===== config.mk =====
export PLATFORM = sky130hd
export DESIGN_NAME = instr_queue
export DESIGN_NICKNAME = d
export VERILOG_FILES = /design/src/rtl/bitwise_pkg.sv /design/src/rtl/instr_fifo.sv /design/src/rtl/instr_queue.sv
export SDC_FILE = /design/constraint.sdc
export NUM_CORES = 1
export LEC_CHECK = 0
export CELL_PAD_IN_SITES_DETAIL_PLACEMENT = 1
export CELL_PAD_IN_SITES_GLOBAL_PLACEMENT = 1
export CORE_MARGIN = 2
export CORE_UTILIZATION = 45
export DETAILED_ROUTE_END_ITERATION = 16
export MAX_ROUTING_LAYER = met4
export PLACE_DENSITY_LB_ADDON = 0.1
export SLEW_MARGIN = 20
export SYNTH_ARGS = -nofsm -noshare
export SYNTH_HDL_FRONTEND = slang
export SYNTH_SLANG_ARGS = --single-unit

===== constraint.sdc =====
create_clock -name clk -period 3.7 [get_ports clk]
set_clock_uncertainty 0.2 [all_clocks]
set_input_delay 0.555 -clock clk [delete_from_list [all_inputs] [get_ports clk]]
set_output_delay 0.555 -clock clk [all_outputs]
set_load 0.03 [all_outputs]

===== src/rtl/bitwise_pkg.sv =====
// Shared definitions for the bitwise controller and its instruction queue:
// opcode constants, sequencer state encoding, queue entry layout and the
// default queue depth.
package bitwise_pkg;

  // Opcode field (upper two bits of an instruction)
  localparam logic [1:0] MOV = 2'b00;
  localparam logic [1:0] XOR = 2'b01;
  localparam logic [1:0] ASL = 2'b10;
  localparam logic [1:0] SWP = 2'b11;

  // Default number of queued instructions (power of two, at least 2)
  localparam int IQ_DEPTH = 4;

  // Issue sequencer states
  typedef enum logic [1:0] {
    SEQ_IDLE  = 2'd0,
    SEQ_ISSUE = 2'd1,
    SEQ_WAIT  = 2'd2
  } seq_state_e;

  // One queued instruction: {opcode, Rn} plus its immediate operand
  typedef struct packed {
    logic [3:0] op;
    logic [7:0] imm;
  } iq_entry_t;

  // Builds the 4-bit instruction field from opcode and register number
  function automatic logic [3:0] make_op(input logic [1:0] opcode, input logic [1:0] rn);
    return {opcode, rn};
  endfunction

endpackage


===== src/rtl/instr_fifo.sv =====
// Instruction storage for instr_queue: circular buffer with wrapping
// read/write pointers, an occupancy counter and full/empty flags.
// A write while full is dropped even if a read happens in the same cycle.
module instr_fifo
  import bitwise_pkg::*;
#(
  parameter int DEPTH = IQ_DEPTH
) (
  input  logic                     clk,
  input  logic                     reset_n,
  input  logic                     wr_en_i,
  input  iq_entry_t                wr_data_i,
  input  logic                     rd_en_i,
  output iq_entry_t                head_o,
  output logic                     full_o,
  output logic                     empty_o,
  output logic [$clog2(DEPTH):0]   count_o
);

  localparam int AW = $clog2(DEPTH);
  localparam int CW = AW + 1;

  iq_entry_t       mem_q [DEPTH];
  logic [AW-1:0]   wr_ptr_q, wr_ptr_d;
  logic [AW-1:0]   rd_ptr_q, rd_ptr_d;
  logic [CW-1:0]   count_q, count_d;
  logic            wr_ok;
  logic            rd_ok;

  assign full_o  = (count_q == CW'(DEPTH));
  assign empty_o = (count_q == '0);
  assign count_o = count_q;

  // Fullness is judged before any same-cycle read, so a push into a full
  // queue is always lost.
  assign wr_ok = wr_en_i && !full_o;
  assign rd_ok = rd_en_i && !empty_o;

  // Head is read combinationally so it is valid whenever the queue is non-empty
  assign head_o = mem_q[rd_ptr_q];

  // Next pointer and count values; pointers wrap naturally as DEPTH is a power of two
  always_comb begin
    wr_ptr_d = wr_ptr_q;
    rd_ptr_d = rd_ptr_q;
    count_d  = count_q;
    if (wr_ok) begin
      wr_ptr_d = wr_ptr_q + AW'(1);
    end
    if (rd_ok) begin
      rd_ptr_d = rd_ptr_q + AW'(1);
    end
    case ({wr_ok, rd_ok})
      2'b10:   count_d = count_q + CW'(1);
      2'b01:   count_d = count_q - CW'(1);
      default: count_d = count_q;
    endcase
  end

  // Pointer and count registers, cleared asynchronously
  always_ff @(posedge clk or negedge reset_n) begin
    if (!reset_n) begin
      wr_ptr_q <= '0;
      rd_ptr_q <= '0;
      count_q  <= '0;
    end else begin
      wr_ptr_q <= wr_ptr_d;
      rd_ptr_q <= rd_ptr_d;
      count_q  <= count_d;
    end
  end

  // Entry storage; contents need no reset since count gates visibility
  always_ff @(posedge clk) begin
    if (wr_ok) begin
      mem_q[wr_ptr_q] <= wr_data_i;
    end
  end

endmodule


===== src/rtl/instr_queue.sv =====
// Instruction queue and issue sequencer in front of the bitwise controller.
// Entries are issued strictly in push order: IDLE -> ISSUE (one cycle) ->
// WAIT until a rising edge of done, which pops the head entry.
// Optional feature: define INSTR_QUEUE_OVF_EN to add a sticky ovf output
// that flags any push dropped because the queue was full.
module instr_queue
  import bitwise_pkg::*;
#(
  parameter int DEPTH = IQ_DEPTH
) (
  input  logic                     clk,
  input  logic                     reset_n,
  input  logic                     push,
  input  logic [3:0]               push_op,
  input  logic [7:0]               push_in,
  output logic                     full,
  output logic                     empty,
  output logic [$clog2(DEPTH):0]   count,
  output logic                     s,
  output logic [3:0]               issue_op,
  output logic [7:0]               issue_in,
  input  logic                     done,
  output logic                     busy
`ifdef INSTR_QUEUE_OVF_EN
  ,
  output logic                     ovf
`endif
);

  seq_state_e  state_q, state_d;
  logic        s_q, s_d;
  logic        done_q;
  logic        complete;
  iq_entry_t   push_entry;
  iq_entry_t   head;

  assign push_entry = {push_op, push_in};

  instr_fifo #(
    .DEPTH (DEPTH)
  ) u_fifo (
    .clk       (clk),
    .reset_n   (reset_n),
    .wr_en_i   (push),
    .wr_data_i (push_entry),
    .rd_en_i   (complete),
    .head_o    (head),
    .full_o    (full),
    .empty_o   (empty),
    .count_o   (count)
  );

  // Only a fresh rising edge of done while waiting completes the instruction;
  // a level left high from earlier is ignored.
  assign complete = (state_q == SEQ_WAIT) && done && !done_q;

  // State, start-pulse and done-history registers
  always_ff @(posedge clk or negedge reset_n) begin
    if (!reset_n) begin
      state_q <= SEQ_IDLE;
      s_q     <= 1'b0;
      done_q  <= 1'b0;
    end else begin
      state_q <= state_d;
      s_q     <= s_d;
      done_q  <= done;
    end
  end

  // Next-state logic of the issue sequencer
  always_comb begin
    state_d = state_q;
    case (state_q)
      SEQ_IDLE:  if (!empty) state_d = SEQ_ISSUE;
      SEQ_ISSUE: state_d = SEQ_WAIT;
      SEQ_WAIT:  if (complete) state_d = SEQ_IDLE;
      default:   state_d = SEQ_IDLE;
    endcase
  end

  // Outputs: start pulse registered from ISSUE, head entry shown while busy
  always_comb begin
    s_d      = 1'b0;
    busy     = 1'b0;
    issue_op = '0;
    issue_in = '0;
    if (state_q == SEQ_ISSUE) begin
      s_d = 1'b1;
    end
    if (state_q != SEQ_IDLE) begin
      busy     = 1'b1;
      issue_op = head.op;
      issue_in = head.imm;
    end
  end

  assign s = s_q;

`ifdef INSTR_QUEUE_OVF_EN
  logic ovf_q;

  // Sticky record of any push lost to a full queue
  always_ff @(posedge clk or negedge reset_n) begin
    if (!reset_n) begin
      ovf_q <= 1'b0;
    end else if (push && full) begin
      ovf_q <= 1'b1;
    end
  end

  assign ovf = ovf_q;
`endif

endmodule


==> impl_summary.md <==
STA
The total count of hold-check failures in the final report is 0. The transition time at the pin with the least slew margin is 669.0 ps. The final critical-path required period is around 3200 ps. Of the available clock period, the critical path in the final layout requires 86.69%. Derived from the worst setup path, the maximum achievable clock frequency is 311.8 MHz. The count of final setup violators is 0. Setup slack on the critical path of the routed design comes to a little under 500 ps. Setup repair after global routing left no endpoint under its margin.

The worst max-slew margin expressed relative to the limit is 55.40%. The setup TNS is 0 ps. The number of max-slew violations in the final report was 0.

Critical path
For this run, the slowest stage of the critical path takes 600 ps. Broken down by cell family, the worst path's largest delay share belongs to buffers and inverters. The reg2reg setup slack is between 1000 and 1500 ps. Traced cell by cell, the critical path runs through buf_4, mux4_2, nor2b_1, clkdlybuf4s50_1. The worst register-to-register path has a depth of 8.

Among all stages on the critical path, the largest delay is contributed by clkdlybuf4s50_1. For the worst setup path, the data arrival time is 2450 ps. The startpoint identified for the worst register-to-register timing path is state_q[0]. STA classifies the critical path endpoint as an output pin. The critical path class is reg2out. Data on the critical path is required at its endpoint by 2940 ps.

The critical register-to-register path endpoint is u_fifo.count_o[2]. The startpoint kind of the worst setup timing path is a flip-flop. The maximum fanout along the worst path is 8. The number of buffers and inverters on the critical path is 2.

Clock network
Post-CTS timing repair inserted 0 buffers for setup. Once the clock tree was built, the resizer swapped 0 gates to a different size. The worst-case clock buffer depth is 2. The clock transition at the registers of the reported paths is 60 ps. TritonCTS built the clock tree. The library cell used as clock root buffer is clkbuf_8.

The hold buffer count at cts is 0. The H-tree was split into 3 levels. The clock sink count is 59.

The later pin in the worst-skew pair is clocked with a latency of ~330 ps. In this run, CTS created clock tree buffers numbering 9.

Logic synthesis
In the synthesized netlist the async set-or-reset flop fraction comes to a little under a fifth. The commonest register cell after synthesis is edfxtp_1. Summing the areas of all xor and xnor instances in the mapped netlist gives 2.182% of the synthesized area. The share of the yosys chip area belonging to registers is about 71%.

The biggest area contributor in the post-synthesis netlist is edfxtp_1. The number of enable-type register cells in the synthesized netlist is 48. Ranked by total cell area, the synthesized netlist is headed by edfxtp_1, dfrtp_1, mux4_2. The synthesized netlist devotes 3.429% of its cell area to adder and majority cells. The post-synthesis cell type count is 24. Synthesis inferred 59 register bits. The post-synthesis net count is approximately 150.

The post-synthesis instance total is about 130. For this run, the number of Yosys warnings is 0. After synthesis, the most frequently instantiated cells are edfxtp_1, nor2b_1, mux4_2, dfrtp_1, inv_1. The synthesized-area fraction occupied by and/or/nand/nor cells is 7.740%.

The synthesized area per cell is around 19 µm². The share of synthesized area in the top cell type comes to roughly 60%. The synthesized netlist occupies a cell area of ~2400 µm². edfxtp_1 is the most common cell in the netlist. The share of cell area taken by muxes after synthesis is 12.10%.

The synthesized netlist devotes less than 1% of its cell area to compound gates. The largest family of logic cells by synthesized area is multiplexers.

Pwr
Power spread over the standard cell area amounts to 888.8 nW/µm². Across the VDD grid, the largest voltage drop is 0.0004268 V. The analysis attributes to cell leakage a power of 1.085 nW.

Drt
After detailed routing, the average wire length per cell comes to 18.12 µm. The detail route stage leaves a number of antenna-violating nets equal to 0. The total length of routed wires is roughly 4400 µm.

The routed layout has 1221 vias. The number of violations reported at the end of detailed-routing iteration 0 is 56. The count of TritonRoute iterations in the first routing pass is 4.

After detailed routing, the number of vias per cell comes to 5.004. The detailed-route DRC error count is 0.

Finish
Excluding fillers, the count of instances in the completed layout stands at about 240. The post-synthesis to final-layout area growth is 24.88%. 0 antenna diodes ended up in the layout.

The design area is 3008 µm². The total number of nets in the final design is between 150 and 200. The layout filler cell count is 479. Of the cells placed in the final design, the portion with a size suffix greater than 1 is between 10% and 20%.

Floorplanning
The initial utilization of the core area, before any placement, comes to between 40% and 50%. In this run the vertical extent of the chip is ~77 µm. The core box area is roughly 5100 µm². The die width is 77.16 µm. The total number of placement rows is 26.

In this run the count of I/O pins placed on the die edge is 35. The die area is 5954 µm².

Min path
The hold-critical path depth is 1. The worst hold path endpoint is s. The type of the worst min-delay path is reg2reg. In this run the most critical hold path is launched from state_q[1].

GRT
For this run the aggregate overflow at the end of global routing stands at 0. Entering global routing, the biggest net connects 14 pins. Global routing used between 10% and 20% of the available tracks. The via count of the first global-routing pass is 1368.

The number of antenna violations at the first check in global routing was 0. The first-pass GRT wire length is approximately 7200 µm.

Place
The final HPWL from detailed placement is just under 3000 µm. Timing analysis after detailed placement gives a worst setup slack of approximately 600 ps. Buffers placed on the I/O ports in this run total 34. The cell total after placement is about 230. The total placed instance area is 2810 µm². The weighted congestion at the end of routability-driven global placement is about 0.72.

Job
The tool flagged a number of max-cap violations equal to 0.

Run status
The flow ran to the end, and the final reports show no timing, DRC or antenna violations.
==> worst max path at each step <==
stage | startpoint | end | slack [ps] | cells after the start
floorplan | u_fifo.count_o[2] | u_fifo.count_o[2] | 1140 | 9
global placement | done | u_fifo.count_o[2] | 700 | 9
detailed placement | done | u_fifo.count_o[2] | 620 | 9
CTS | u_fifo.rd_ptr_q[0] | issue_in[5] | 430 | 4
global route | u_fifo.rd_ptr_q[0] | issue_in[5] | 340 | 4
finish | u_fifo.rd_ptr_q[0] | issue_in[1] | 490 | 4
==> power by group <==
part / internal [mW] / total [mW] / switching, mW
clock: 0.348 / 0.584 / 0.237
sequential: 0.895 / 1.01 / 0.115
combinational: 0.504 / 1.08 / 0.574
total: 1.75 / 2.67 / 0.927
==> metal layers <==
metal / up-vias / part of all wire (%) / global-route usage (%)
met2: 28 / 52 / 28.61
met4: 0 / 2.1 / 8.571
met5: - / 0 / -
li1: 552 / - / -
met3: 9 / 4.1 / 6.235
met1: 632 / 41 / 19.31
==> flip-flops by register name (all words and copies together) (netlist names) <==
signal           count
u_fifo.wr_ptr_q      2
u_fifo.count_o       3
u_fifo.mem_q        48
state_q              2
s                    1
done_q               1
u_fifo.rd_ptr_q      2
==> through the flow <==
| stage | util (%) | hold WS (ps) | total power, mW |
|---|---|---|---|
| after floorplan | - | 59.41 | 1.730 |
| after global placement | 54.67 | 267.9 | 2.086 |
| after detailed placement | 54.67 | 292.7 | 2.131 |
| after CTS | 58.52 | 303.4 | 2.718 |
| after global routing | 58.52 | 353.6 | 2.819 |
| final | 58.52 | 308.6 | 2.674 |
==> logic make-up (layout without fill, tap and decap cells) <==
family          count (synthesis)  after routing
mux                            14             14
fa+ha+maj                       6              6
compound gates                  1              1
simple gates                   28             28
xor+xnor                        6              6
flops                          59             59
buf+inv                        12             60
==> cells in the final DEF, fill, tap and decap left out, types with 2 or more instances in the layout <==
cell type,Yosys,layout
ha_1,5,5
clkdlybuf4s50_1,0,34
edfxtp_1,48,48
nor2_1,3,3
mux4_2,12,12
clkbuf_8,0,11
nor2b_1,13,13
and2_1,5,5
clkbuf_1,0,3
buf_4,0,2
inv_1,8,8
xor2_1,3,3
dfrtp_1,11,11
xnor2_1,3,3
==> layout make-up <==
class / instances / area (µm²) / area share (%)
sequential: 59 / 1717 / 57.07
timing repair buffer: 36 / 355.3 / 11.81
multi-input combinational: 55 / 620.6 / 20.63
clock buffer: 14 / 162.7 / 5.408
clock inverter: 2 / 35.03 / 1.165
inverter: 8 / 30.03 / 0.9983
tap: 70 / 87.58 / 2.912
Power figures use the tool's default switching activity.
